<file path="src/rtl/alu_pkg.sv">
// Shared opcode encoding and width default for the execute-stage ALU.
package alu_pkg;

    localparam int unsigned ALU_WIDTH = 32;

    typedef enum logic [3:0] {
        ALU_AND  = 4'd0,
        ALU_OR   = 4'd1,
        ALU_ADD  = 4'd2,
        ALU_SLL  = 4'd3,
        ALU_SRL  = 4'd4,
        ALU_SUB  = 4'd6,
        ALU_SLT  = 4'd7,
        ALU_SLTU = 4'd11
    } alu_op_e;

endpackage

</file>
<file path="src/rtl/alu_shifter.sv">
// Combinational logarithmic barrel shifter for SLL/SRL, zero-fill in both directions.
module alu_shifter #(
    parameter int unsigned WIDTH   = 32,
    parameter int unsigned SHAMT_W = 5
) (
    input  logic [WIDTH-1:0]   data,
    input  logic [SHAMT_W-1:0] shamt,
    input  logic               shift_right,
    output logic [WIDTH-1:0]   shifted
);

    logic [WIDTH-1:0] stage;

    // Each shamt bit selects one power-of-two stage.
    always_comb begin
        stage = data;
        for (int unsigned i = 0; i < SHAMT_W; i++) begin
            if (shamt[i]) begin
                if (shift_right) stage = stage >> (1 << i);
                else             stage = stage << (1 << i);
            end
        end
        shifted = stage;
    end

endmodule

</file>
<file path="src/rtl/alu_core.sv">
// Single-cycle MIPS execute-stage ALU with sticky signed-overflow status.
// Define ALU_OUTPUT_REG_EN to register aluResult and zero (1-cycle latency).
module alu_core
    import alu_pkg::*;
#(
    parameter int unsigned WIDTH   = ALU_WIDTH,
    parameter int unsigned SHAMT_W = 5
) (
    input  logic               clk,
    input  logic               rst_n,
    input  logic [WIDTH-1:0]   firstOperand,
    input  logic [WIDTH-1:0]   secondOperand,
    input  logic [3:0]         aluControlInput,
    input  logic [SHAMT_W-1:0] shamt,
    input  logic               clearOverflow,
    output logic [WIDTH-1:0]   aluResult,
    output logic               zero,
    output logic               overflow,
    output logic               overflowSticky
);

    alu_op_e          op;
    logic [WIDTH-1:0] sum;
    logic [WIDTH-1:0] diff;
    logic [WIDTH-1:0] shifted;
    logic [WIDTH-1:0] result_c;
    logic             zero_c;
    logic             shift_right;
    logic             add_ovf;
    logic             sub_ovf;
    logic             slt;
    logic             sltu;

    assign op          = alu_op_e'(aluControlInput);
    assign sum         = firstOperand + secondOperand;
    assign diff        = firstOperand - secondOperand;
    assign zero_c      = (firstOperand == secondOperand);
    assign shift_right = (op == ALU_SRL);

    assign add_ovf = (firstOperand[WIDTH-1] == secondOperand[WIDTH-1]) &&
                     (sum[WIDTH-1] != firstOperand[WIDTH-1]);
    assign sub_ovf = (firstOperand[WIDTH-1] != secondOperand[WIDTH-1]) &&
                     (diff[WIDTH-1] != firstOperand[WIDTH-1]);

    // Full-width signed compare; the truncated difference sign is wrong at overflow.
    assign slt  = ($signed(firstOperand) < $signed(secondOperand));
    assign sltu = (firstOperand < secondOperand);

    alu_shifter #(
        .WIDTH   (WIDTH),
        .SHAMT_W (SHAMT_W)
    ) u_shifter (
        .data        (secondOperand),
        .shamt       (shamt),
        .shift_right (shift_right),
        .shifted     (shifted)
    );

    always_comb begin
        result_c = '0;
        overflow = 1'b0;
        case (op)
            ALU_AND:  result_c = firstOperand & secondOperand;
            ALU_OR:   result_c = firstOperand | secondOperand;
            ALU_ADD:  begin
                result_c = sum;
                overflow = add_ovf;
            end
            ALU_SUB:  begin
                result_c = diff;
                overflow = sub_ovf;
            end
            ALU_SLL,
            ALU_SRL:  result_c = shifted;
            ALU_SLT:  result_c = {{(WIDTH-1){1'b0}}, slt};
            ALU_SLTU: result_c = {{(WIDTH-1){1'b0}}, sltu};
            default:  result_c = '0;
        endcase
    end

    always_ff @(posedge clk or negedge rst_n) begin
        if (!rst_n)             overflowSticky <= 1'b0;
        else if (clearOverflow) overflowSticky <= 1'b0;
        else if (overflow)      overflowSticky <= 1'b1;
    end

`ifdef ALU_OUTPUT_REG_EN
    always_ff @(posedge clk or negedge rst_n) begin
        if (!rst_n) begin
            aluResult <= '0;
            zero      <= 1'b0;
        end else begin
            aluResult <= result_c;
            zero      <= zero_c;
        end
    end
`else
    assign aluResult = result_c;
    assign zero      = zero_c;
`endif

endmodule

</file>
<file path="config.mk">
export PLATFORM = sky130hd
export DESIGN_NAME = alu_core
export DESIGN_NICKNAME = d
export VERILOG_FILES = /design/src/rtl/alu_pkg.sv /design/src/rtl/alu_shifter.sv /design/src/rtl/alu_core.sv
export SDC_FILE = /design/constraint.sdc
export NUM_CORES = 1
export LEC_CHECK = 0
export BUFFER_PORTS_ARGS = -buffer_cell sky130_fd_sc_hd__buf_2
export CAP_MARGIN = 20
export CELL_PAD_IN_SITES_DETAIL_PLACEMENT = 1
export CELL_PAD_IN_SITES_GLOBAL_PLACEMENT = 2
export CORE_MARGIN = 10
export CORE_UTILIZATION = 35
export CTS_CLUSTER_DIAMETER = 50
export DETAILED_ROUTE_END_ITERATION = 8
export MAX_ROUTING_LAYER = met4
export PLACE_DENSITY_LB_ADDON = 0.1
export SETUP_SLACK_MARGIN = 0.2
export SYNTH_ARGS = -nofsm -noshare
export SYNTH_HDL_FRONTEND = slang
export SYNTH_SLANG_ARGS = --single-unit
</file>
<file path="constraint.sdc">
create_clock -name clk -period 4.9 [get_ports clk]
set_input_delay 0.245 -clock clk [delete_from_list [all_inputs] [get_ports clk]]
set_output_delay 0.245 -clock clk [all_outputs]
set_load 0.005 [all_outputs]
</file>
Word level (Yosys, flattened, before mapping)

Cells that the tools add are included.

Flip-flop bits (word level): 1
Input bits: 76
Output and inout port bits: 35
Logic and storage cells: 38

Add/subtract/negate cells: 2
$lt $le $gt $ge: 2
Eq/ne operators: 12
Multiplexer cells: 14
Bitwise operators: 2
Reductions and logical operators: 5

Operators with widths:

| cell                                                             | count |
|---|---|
| 32-bit two-way mux                                               | 10 |
| 32-bit case mux with 7 select lines                              | 1 |
| 32-bit < comparator                                              | 2 |
| 32-bit adder                                                     | 1 |
| 32-bit bitwise AND                                               | 1 |
| 32-bit == test                                                   | 1 |
| 32-bit OR                                                        | 1 |
| 32-bit subtractor                                                | 1 |
| 4-bit by 3-bit == test with 1-bit output (second input constant) | 3 |
| 4-bit by 2-bit == test with 1-bit output (second input constant) | 2 |
| 4-bit by 1-bit == test with 1-bit output (second input constant) | 1 |
| 4-bit == test (second input constant)                            | 1 |
| 4-bit logical NOT                                                | 1 |
| 1-bit inequality test                                            | 3 |
| 1-bit logical AND                                                | 2 |
| 1-bit two-way mux                                                | 2 |
| 1-bit case mux with 2 select lines                               | 1 |
| 2-bit nonzero test                                               | 1 |
| 2-bit OR reduction                                               | 1 |
| 1-bit == test                                                    | 1 |

Logic depth before layout (Yosys ltp)

Gate-level depths: netlist (run 1).

Word-level depth: 12
Depth in mapped cells: 14
Depth with buffers taken out: 13

Modules after synthesis

Synthesis (run 1) repeated with hierarchy kept, for this count alone.

Cell total of the unflattened synthesis: 1,434
Area, all modules: 9,405.3 µm²

Modules (own cells, without submodules):

| module      | times used | cells each | area each (µm²) | seq. area each (µm²) |
|---|---|---|---|---|
| alu_core    | 1          | 794        | 5,222.5         | 25.0 |
| alu_shifter | 1          | 640        | 4,182.8         | 0.0 |

Worst setup path after synthesis (run 1)

OpenSTA, ideal clock, no wires.

Path type: input to output
From: input port firstOperand[0]
To: output port aluResult[30]
Arrival: 2,876 ps
Required time: 4,655 ps
Path slack: 1,779 ps
Cell stages on the path: 13
Path buffers: 0
Path through: inv_1 > ha_1 > fa_1 > o21bai_1 > a2111o_1 > nand2_1 > a2111oi_0 > a221o_1 > a221o_1 > a41oi_1 > o211a_1 > xnor2_1 > o21ai_1

Cells in the longest elaborated chain, start to end: 2
Elaborated cells between the ends (all ways): 3
Those cells by class: add/sub: 2; mux: 1

Ends and longest elaborated chain:

| what                                                     | RTL line                       | RTL |
|---|---|---|
| start, declared                                          | alu_core.sv:11                 | `input logic [WIDTH-1:0] firstOperand,` |
| 32-bit subtractor / 32-bit adder (equally long branches) | alu_core.sv:36, alu_core.sv:35 |  |
| 32-bit case mux with 7 select lines *                    | alu_core.sv:62                 | `case (op)` |
| end, declared                                            | alu_core.sv:16                 | `output logic [WIDTH-1:0] aluResult,` |

Mark *: on every way between the ends. The rest lies on a longest branch, timed or not.

Final worst setup path (run 1)

From: input port shamt[1]
To: output port aluResult[1]

Cells in the longest elaborated chain, start to end: 8

Ends and longest elaborated chain:

| what                                  | RTL line          | RTL |
|---|---|---|
| start, declared                       | alu_core.sv:14    | `input logic [SHAMT_W-1:0] shamt,` |
| 32-bit two-way mux *                  | alu_shifter.sv:18 | `if (shamt[i]) begin` |
| 32-bit two-way mux                    | alu_shifter.sv:19 | `if (shift_right) stage = stage >> (1 << i);` |
| 32-bit two-way mux *                  | alu_shifter.sv:18 |  |
| 32-bit two-way mux                    | alu_shifter.sv:19 |  |
| 32-bit two-way mux *                  | alu_shifter.sv:18 |  |
| 32-bit two-way mux                    | alu_shifter.sv:19 |  |
| 32-bit two-way mux *                  | alu_shifter.sv:18 |  |
| 32-bit case mux with 7 select lines * | alu_core.sv:62    |  |

Marked as above.

==> results of run 1 <==
## final cells by class
class                      count  area, um2
fill                        3173      14400
multi-input combinational   1133       7460
timing repair buffer         136        761
inverter                     108        405
tap                          319        399
sequential                     1       25.0
## where the power goes
| group | switching (mW) | internal [mW] |
|---|---|---|
| clock network | 0 | 0 |
| logic | 0.716 | 0.362 |
| registers | 0.000115 | 0.00869 |
## how the worst max path moves through the flow
stage	to	slack (ns)
finish	aluResult[1]	0.95
global placement	aluResult[29]	1.01
floorplan	aluResult[30]	1.78
global route	aluResult[29]	0.82
detailed placement	aluResult[29]	1.03
CTS	aluResult[29]	1.02
## routing by layer
layer / wire length [um] / vias to the layer above / GRT usage
met4: 1820 / 0 / 0.0926
met1: 20300 / 5200 / 0.378
li1: - / 4996 / -
met2: 21400 / 406 / 0.478
met3: 2640 / 74 / 0.0286
met5: 0 / - / -
## cell usage after synthesis (5+ instances only)
master and count:
inv_1 103, buf_1 10, a22oi_1 5, a31oi_1 27, a221o_1 6, mux2i_1 13
o22ai_1 17, a311o_1 8, nor4_1 9, buf_2 19, clkbuf_1 62, a2111oi_0 6
nor2_1 136, o21ai_1 29, a221oi_1 16, a21oi_1 150, nor2b_1 7, xnor2_1 29
and3_1 6, o21bai_1 16, nand3_1 37, nand4_1 6, o211ai_1 22, nor3_1 27
o221ai_1 21, o31ai_1 7, and2_1 12, ha_1 100, o21ai_0 78, buf_4 6
o2111ai_1 8, o21a_1 11, mux4_2 12, a21o_1 11, nand2b_1 7, a211oi_1 30
a311oi_1 12, nand2_1 177
## worst reg2reg max path, delay by kind of cell (launching register included)
kind                   cells  cell delay, ns
AOI/OAI and AO/OA          1            0.06
DFF                        1            0.35
buffers and inverters      1            0.05
## cell families after synthesis
logic type | count (synthesis)
compound gates | 528
xor+xnor | 32
fa+ha+maj | 102
buf+inv | 209
flops | 1
mux | 28
simple gates | 443
## metrics by stage
| stage | cell area, um2 | hold slack, ns |
|---|---|---|
| final | 9050 | 0.0195 |
| after global placement | 9050 | 0.0193 |
| after floorplan | 8330 | -0.0506 |
| after global routing | 9050 | 0.0260 |
| after detailed placement | 9050 | 0.0205 |
| after CTS | 9050 | 0.0208 |
==> results.yml, run 1 <==
outcome:
  outcome: "finished, final reports clean"
timing:
  rsz0062_at_grt: "no"
  fin_crit_sh: 0.806
  finalSetupTns_ns: 0
  post-route-min-period_ns: 3.95
  skew_ns: 0
  slew_headroom: 0.232
  finalHoldViolCount: 0
  fmax_mhz: 253
  final.setup.worst_slack_ns: 0.950
  maxSlewViolCount: 0
  finalSetupViolations: 0
  tightest_slew_ns: 1.12
layout:
  layout_commonest_cell: "nand2_1"
  drive_above_1_share: 0.126
  insertedDiodeCount: 0
  syn_to_final_growth_pct: 8.57
  utilization: 0.386
  final_cells: 1697
  top_register: "overflowSticky"
  largest_reg_flops: 1
  final_cell_mix: "177 x nand2_1, 150 x a21oi_1, 136 x nor2_1"
  nets: 1558
  top_regs: "overflowSticky x1"
clock_network:
  post_cts_buffers: 0
  clkTransAtPathRegs_ns: 0
  clk_latency_ns: 0
  cts_hold_buf: 0
  cts_resized: 0
routing:
  routed_via_density: 6.29
  dr_total_vias: 10700
  routed_wl_um: 46200
  postRouteAntennaNets: 0
  avgRoutedWirePerCell_um: 27.2
  first_iter_violations: 1035
  drt_pass1_iterations: 5
  drc: 0
synthesis:
  synth_xor_area_frac: 0.0336
  synth_nets: 1521
  yosys.area.top_type: "ha_1"
  synth_top_area_frac: 0.150
  synth_top_family_by_area: "compound AO/OA/AOI/OAI gates"
  ys.warnings.count: 0
  synthCells: 1343
  synth_area_leaders: "ha_1 15%, a21oi_1 9.0%, nand2_1 8.0%, nor2_1 6.1%, o21ai_0 4.7%"
  async_flop_share: 1.00
  synth.area.mux_share: 0.0521
  yosysSeqAreaShare: 0.00300
  synth_edf_count: 0
  synth-simple-area-share: 0.234
  synthFlopType: "dfrtp_1"
  synthDistinctLibCells: 84
  avgSynthCellArea_um2: 6.21
  synth-adder-area-share: 0.155
  syn_area_mm2: 0.00833
  ys_ff_latch: 1
  synth_compound_area_frac: 0.419
setup_path:
  critical-path-top-delay-family: "compound AO/OA/AOI/OAI gates"
  startpoint: "shamt[1]"
  r2r_slack_ns: 4.31
  timing_worst_setup_path_type: "in2out"
  path_cells: "buf_2 -> nand2b_1 -> nor3_1 -> a2111oi_0 -> a211oi_1 -> a21oi_1 -> nor2_1 -> o311ai_1 -> buf_2"
  critPathCaptureType: "output port"
  crit_slowest_cell: "a2111oi_0"
  cp.required_ns: 4.66
  cp_slowest_stage_delay_ns: 0.97
  start_kind: "input port"
  cp_data_arrival_time_ns: 3.71
  cp_max_fo: 39
  crit_path_frequent_cell: "buf_2"
  regToRegEndpoint: "overflowSticky$_DFFE_PN0P_"
  crit_cells: 9
  reg2reg_from: "overflowSticky$_DFFE_PN0P_"
  path_buf_inv: 2
  rr_worst_depth: 2
min_path:
  min-delay-path-class: "in2async"
placed_design:
  port_buffers: 110
  dp_hpwl_um: 37600
  place_ws_ns: 1.03
  gp_congestion: 1.01
  dp.cells: 1697
floorplan:
  fp.dieH_um: 174
  die_w_um: 174
  start_util: 0.355
  die_area_mm2: 0.0304
  core_mm2: 0.0235
  pin_count: 111
  rows: 56
global_routing:
  grt_util_all_layers: 0.295
  grt_max_degree: 61
  antenna_found_initial: 0
  grt_pass1_wl_um: 68700
  grt_pass1_vias: 10600
  overflow: 0
pwr:
  cellPowerDensity_mw_per_mm2: 120
  leakage_nw: 4.00
  power_mw: 1.09
  max-vdd-ir-drop_mv: 0.0447
job:
  max-cap-violations: 0
No activity file was read; power rests on OpenSTA's default activity.
==> run 2, diff against run 1 <==
CORE_UTILIZATION = 30   (was 35)
clock period = 3.54 ns   (was 4.9 ns; I/O delays follow)
==> results.yml, run 2 (synthesized netlist as in run 1, its figures left out) <==
pwr:
  swShare: 0.614
  p_switching_mw: 1.10
  pwr-share-clk: 0
  max-vdd-ir-drop_mv: 0.0583
  leakage_nw: 4.81
  internal_power_uw: 694
  p_comb_frac: 0.993
  power_mw: 1.80
  seqPwrFrac: 0.007
  cellPowerDensity_mw_per_mm2: 167
setup_path:
  critical-path-top-delay-family: "compound AO/OA/AOI/OAI gates"
  start_kind: "input port"
  startpoint: "firstOperand[0]"
  cp_slowest_stage_delay_ns: 0.48
  path_buf_inv: 4
  path_cells: "buf_2 -> inv_2 -> ha_4 -> fa_2 -> o21bai_4 -> a2111o_1 -> nand2_2 -> a2111oi_2 -> buf_4 -> a221o_1 -> a221o_1 -> a41oi_2 -> o211a_1 -> xnor2_2 -> o21ai_1 -> buf_2"
  cp.required_ns: 3.36
  timing_worst_setup_path_type: "in2out"
  cp_data_arrival_time_ns: 3.22
  crit_slowest_cell: "a2111o_1"
  cp_max_fo: 4
  critPathCaptureType: "output port"
  reg2reg_from: "overflowSticky$_DFFE_PN0P_"
clock_network:
  clk_latency_ns: 0
  clkTransAtPathRegs_ns: 0
routing:
  postRouteAntennaNets: 0
  first_iter_violations: 1236
  routed_wl_um: 51900
  drc: 0
  routed_via_density: 6.11
  dr_total_vias: 11600
  drt_pass1_iterations: 6
  avgRoutedWirePerCell_um: 27.3
timing:
  maxSlewViolCount: 0
  fmax_mhz: 295
  finalSetupViolations: 0
  post-route-min-period_ns: 3.39
  fin_crit_sh: 0.958
  slew_headroom: 0.598
  rsz0062_at_grt: "yes"
  finalHoldViolCount: 0
  final.setup.worst_slack_ns: 0.147
  finalSetupTns_ns: 0
  hold-worst-slack_ns: 0.333
  skew_ns: 0
  tightest_slew_ns: 0.603
global_routing:
  grt_util_all_layers: 0.283
  overflow: 0
  grt_pass1_vias: 11400
  grt_pass1_wl_um: 75500
  antenna_found_initial: 0
  grt_max_degree: 48
layout:
  top_register: "overflowSticky"
  design_area_mm2: 0.0107
  insertedDiodeCount: 0
  layout_commonest_cell: "nand2_1"
  top_regs: "overflowSticky x1"
  nets: 1706
  drive_above_1_share: 0.254
  syn_to_final_growth_pct: 28.8
  largest_reg_flops: 1
  final_cell_mix: "176 x nand2_1, 163 x buf_4, 144 x a21oi_1"
floorplan:
  fp.dieH_um: 187
  die_w_um: 187
  pin_count: 111
  start_util: 0.307
  die_area_mm2: 0.0348
  core_mm2: 0.0272
  rows: 60
placed_design:
  port_buffers: 110
  dpl-instance-area_mm2: 0.0101
  place_ws_ns: -0.0648
  gp_congestion: 0.980
  dp_hpwl_um: 42700
min_path:
  min-delay-path-class: "in2reg"
  min_from: "clearOverflow"
outcome:
  outcome: "finished, final reports clean"
job:
  max-cap-violations: 0
run 2: path summary, 6_finish.rpt:
path / endpoint / cells past startpoint / slack (ns)
setup / recovery: aluResult[30] / 16 / 0.15
hold / removal: overflowSticky$_DFFE_PN0P_ / 2 / 0.33
setup reg to reg: overflowSticky$_DFFE_PN0P_ / 2 / 2.95
hold reg to reg: overflowSticky$_DFFE_PN0P_ / 2 / 0.51
max in group asynchronous: overflowSticky$_DFFE_PN0P_ / 2 / 2.96
min in group asynchronous: overflowSticky$_DFFE_PN0P_ / 2 / 0.50
run 2: layout make-up:
type,count,area (um2)
timing repair buffer,284,1990
inverter,108,405
tap,372,465
sequential,1,25.0
fill,3619,16400
multi-input combinational,1133,7850
run 2: per-stage QoR:
stage	util	cells
floorplan	-	1343
global placement	0.373	1878
detailed placement	0.373	1878
CTS	0.381	1884
global route	0.395	1898
finish	0.395	1898
run 2: per-layer routing:
metal | routed length, um | track usage | vias up
met5 | 0 | - | -
met2 | 24600 | 0.464 | 502
met1 | 22500 | 0.360 | 5738
met3 | 2900 | 0.0236 | 73
met4 | 1860 | 0.0896 | 0
li1 | - | - | 5277
run 2: timing repair:
action	4_1_cts	5_1_grt
resized for setup	33	59
endpoints found under the setup margin	20	28
endpoints found under the hold margin	1	0
hold buffers	1	0
gates cloned	0	1
setup buffers	5	13
pin swaps	11	27
run 2: power by group through the flow:
stage	registers [mW]	clock network [mW]	logic [mW]
final	0.0122	0	1.79
after global routing	0.0122	0	1.91
after CTS	0.0122	0	1.69
after detailed placement	0.0122	0	1.64
after global placement	0.0122	0	1.64
after floorplan	0.0123	0	0.925
run 2: worst register-to-register path: stages, from the launching register on:
cell	delay (ns)
dfrtp_1	0.35
inv_1	0.05
a31oi_1	0.06
==> run 3, diff against run 2 <==
RECOVER_POWER = 25   (was not set)
REMOVE_ABC_BUFFERS = 1   (was not set)
==> results.yml, run 3 (synthesized netlist as in run 1, its figures left out) <==
routing:
  drt_pass1_iterations: 5
  avgRoutedWirePerCell_um: 26.7
  drc: 0
  routed_wl_um: 50400
  first_iter_violations: 938
  dr_total_vias: 11400
  postRouteAntennaNets: 0
  routed_via_density: 6.04
timing:
  fin_crit_sh: 0.942
  maxSlewViolCount: 0
  skew_ns: 0
  finalSetupViolations: 0
  slew_headroom: 0.534
  post-route-min-period_ns: 3.34
  rsz0062_at_grt: "yes"
  finalHoldViolCount: 0
  tightest_slew_ns: 0.696
  fmax_mhz: 300
global_routing:
  grt_util_met1: 0.362
  grt_pass1_vias: 11300
  met3_usage: 0.0149
  overflow: 0
  grt_max_degree: 60
  antenna_found_initial: 1
  grt_use_met2: 0.449
  grt_util_all_layers: 0.276
  grt-busiest-layer: "met2"
  grt_pass1_wl_um: 74100
setup_path:
  crit_slowest_cell: "a2111o_1"
  critical-path-top-delay-family: "compound AO/OA/AOI/OAI gates"
  cp.required_ns: 3.36
  timing_worst_setup_path_type: "in2out"
  cp_max_fo: 3
  startpoint: "firstOperand[0]"
  critPathCaptureType: "output port"
  path_buf_inv: 4
  cp_data_arrival_time_ns: 3.16
  path_cells: "buf_2 -> inv_2 -> ha_4 -> fa_2 -> o21bai_4 -> a2111o_1 -> nand2_2 -> a2111oi_2 -> buf_4 -> a221o_1 -> a221o_1 -> a21oi_1 -> nand3_1 -> nand4_1 -> buf_2"
  reg2reg_from: "overflowSticky$_DFFE_PN0P_"
  start_kind: "input port"
  cp_slowest_stage_delay_ns: 0.46
layout:
  top_regs: "overflowSticky x1"
  utilization: 0.391
  multi_input_area_mm2: 0.00788
  fill_cells: 3601
  final_cell_mix: "176 x nand2_1, 158 x buf_4, 141 x a21oi_1"
  layout_commonest_cell: "nand2_1"
  syn_to_final_growth_pct: 27.5
  top_register: "overflowSticky"
  final-seq-area_um2: 25.0
  largest_reg_flops: 1
  nets: 1694
  drive_above_1_share: 0.251
floorplan:
  die_area_mm2: 0.0348
  core_mm2: 0.0272
  fp.dieH_um: 187
  pin_count: 111
  rows: 60
  start_util: 0.307
  die_w_um: 187
outcome:
  outcome: "finished, final reports clean"
placed_design:
  gp_congestion: 0.965
  port_buffers: 110
  dp_hpwl_um: 41100
min_path:
  min_from: "clearOverflow"
  min-delay-path-class: "in2reg"
clock_network:
  clkTransAtPathRegs_ns: 0
  clk_latency_ns: 0
job:
  max-cap-violations: 0
[run 3: cell types whose count changed in the layout (fill, tap and decap cells not counted), sizes merged]
cell      delta
diode        +1
inv          -2
buf         -15
clkinvlp     +2
clkbuf       +3
[run 3: final timing paths]
kind	endpoint	slack, ns	depth (start not counted)
setup reg to reg	overflowSticky$_DFFE_PN0P_	2.94	2
hold reg to reg	overflowSticky$_DFFE_PN0P_	0.52	2
hold / removal	overflowSticky$_DFFE_PN0P_	0.33	2
setup / recovery	aluResult[0]	0.20	15
min in group asynchronous	overflowSticky$_DFFE_PN0P_	0.52	2
max in group asynchronous	overflowSticky$_DFFE_PN0P_	2.94	2
[run 3: per-stage QoR]
stage	cells	setup slack, ns	hold WS, ns	TNS [ns]	cell area (um2)
3_3_place_gp	1873	0.0341	-0.0487	0	10100
4_1_cts	1875	0.165	0.332	0	10200
5_1_grt	1887	0.0624	0.341	0	10600
6_report	1887	0.205	0.330	0	10600
2_1_floorplan	1242	-0.771	-0.119	-11.71	7880
3_5_place_dp	1873	0.0221	-0.0449	0	10100
[run 3: layout make-up]
| class | count | share of cell area |
|---|---|---|
| diodes | 1 | 0.000235 |
| multi-input cells | 1133 | 0.741 |
| well taps | 372 | 0.0438 |
| flip-flops and latches | 1 | 0.00235 |
| inverters | 108 | 0.0389 |
| repair buffers | 272 | 0.173 |
[run 3: layer usage]
layer	wire length, um	part of all wire
met1	22600	0.45
met2	23600	0.47
met3	2420	0.048
met4	1780	0.035
met5	0	0
[run 3: repair_timing]
action / in CTS / in global routing
pin swaps: 5 / 29
endpoints found under the hold margin: 1 / 0
gates cloned: 0 / 1
buffers inserted: 1 / 10
gates resized for setup: 21 / 70
setup endpoints to repair: 14 / 27
hold buffers: 1 / 0
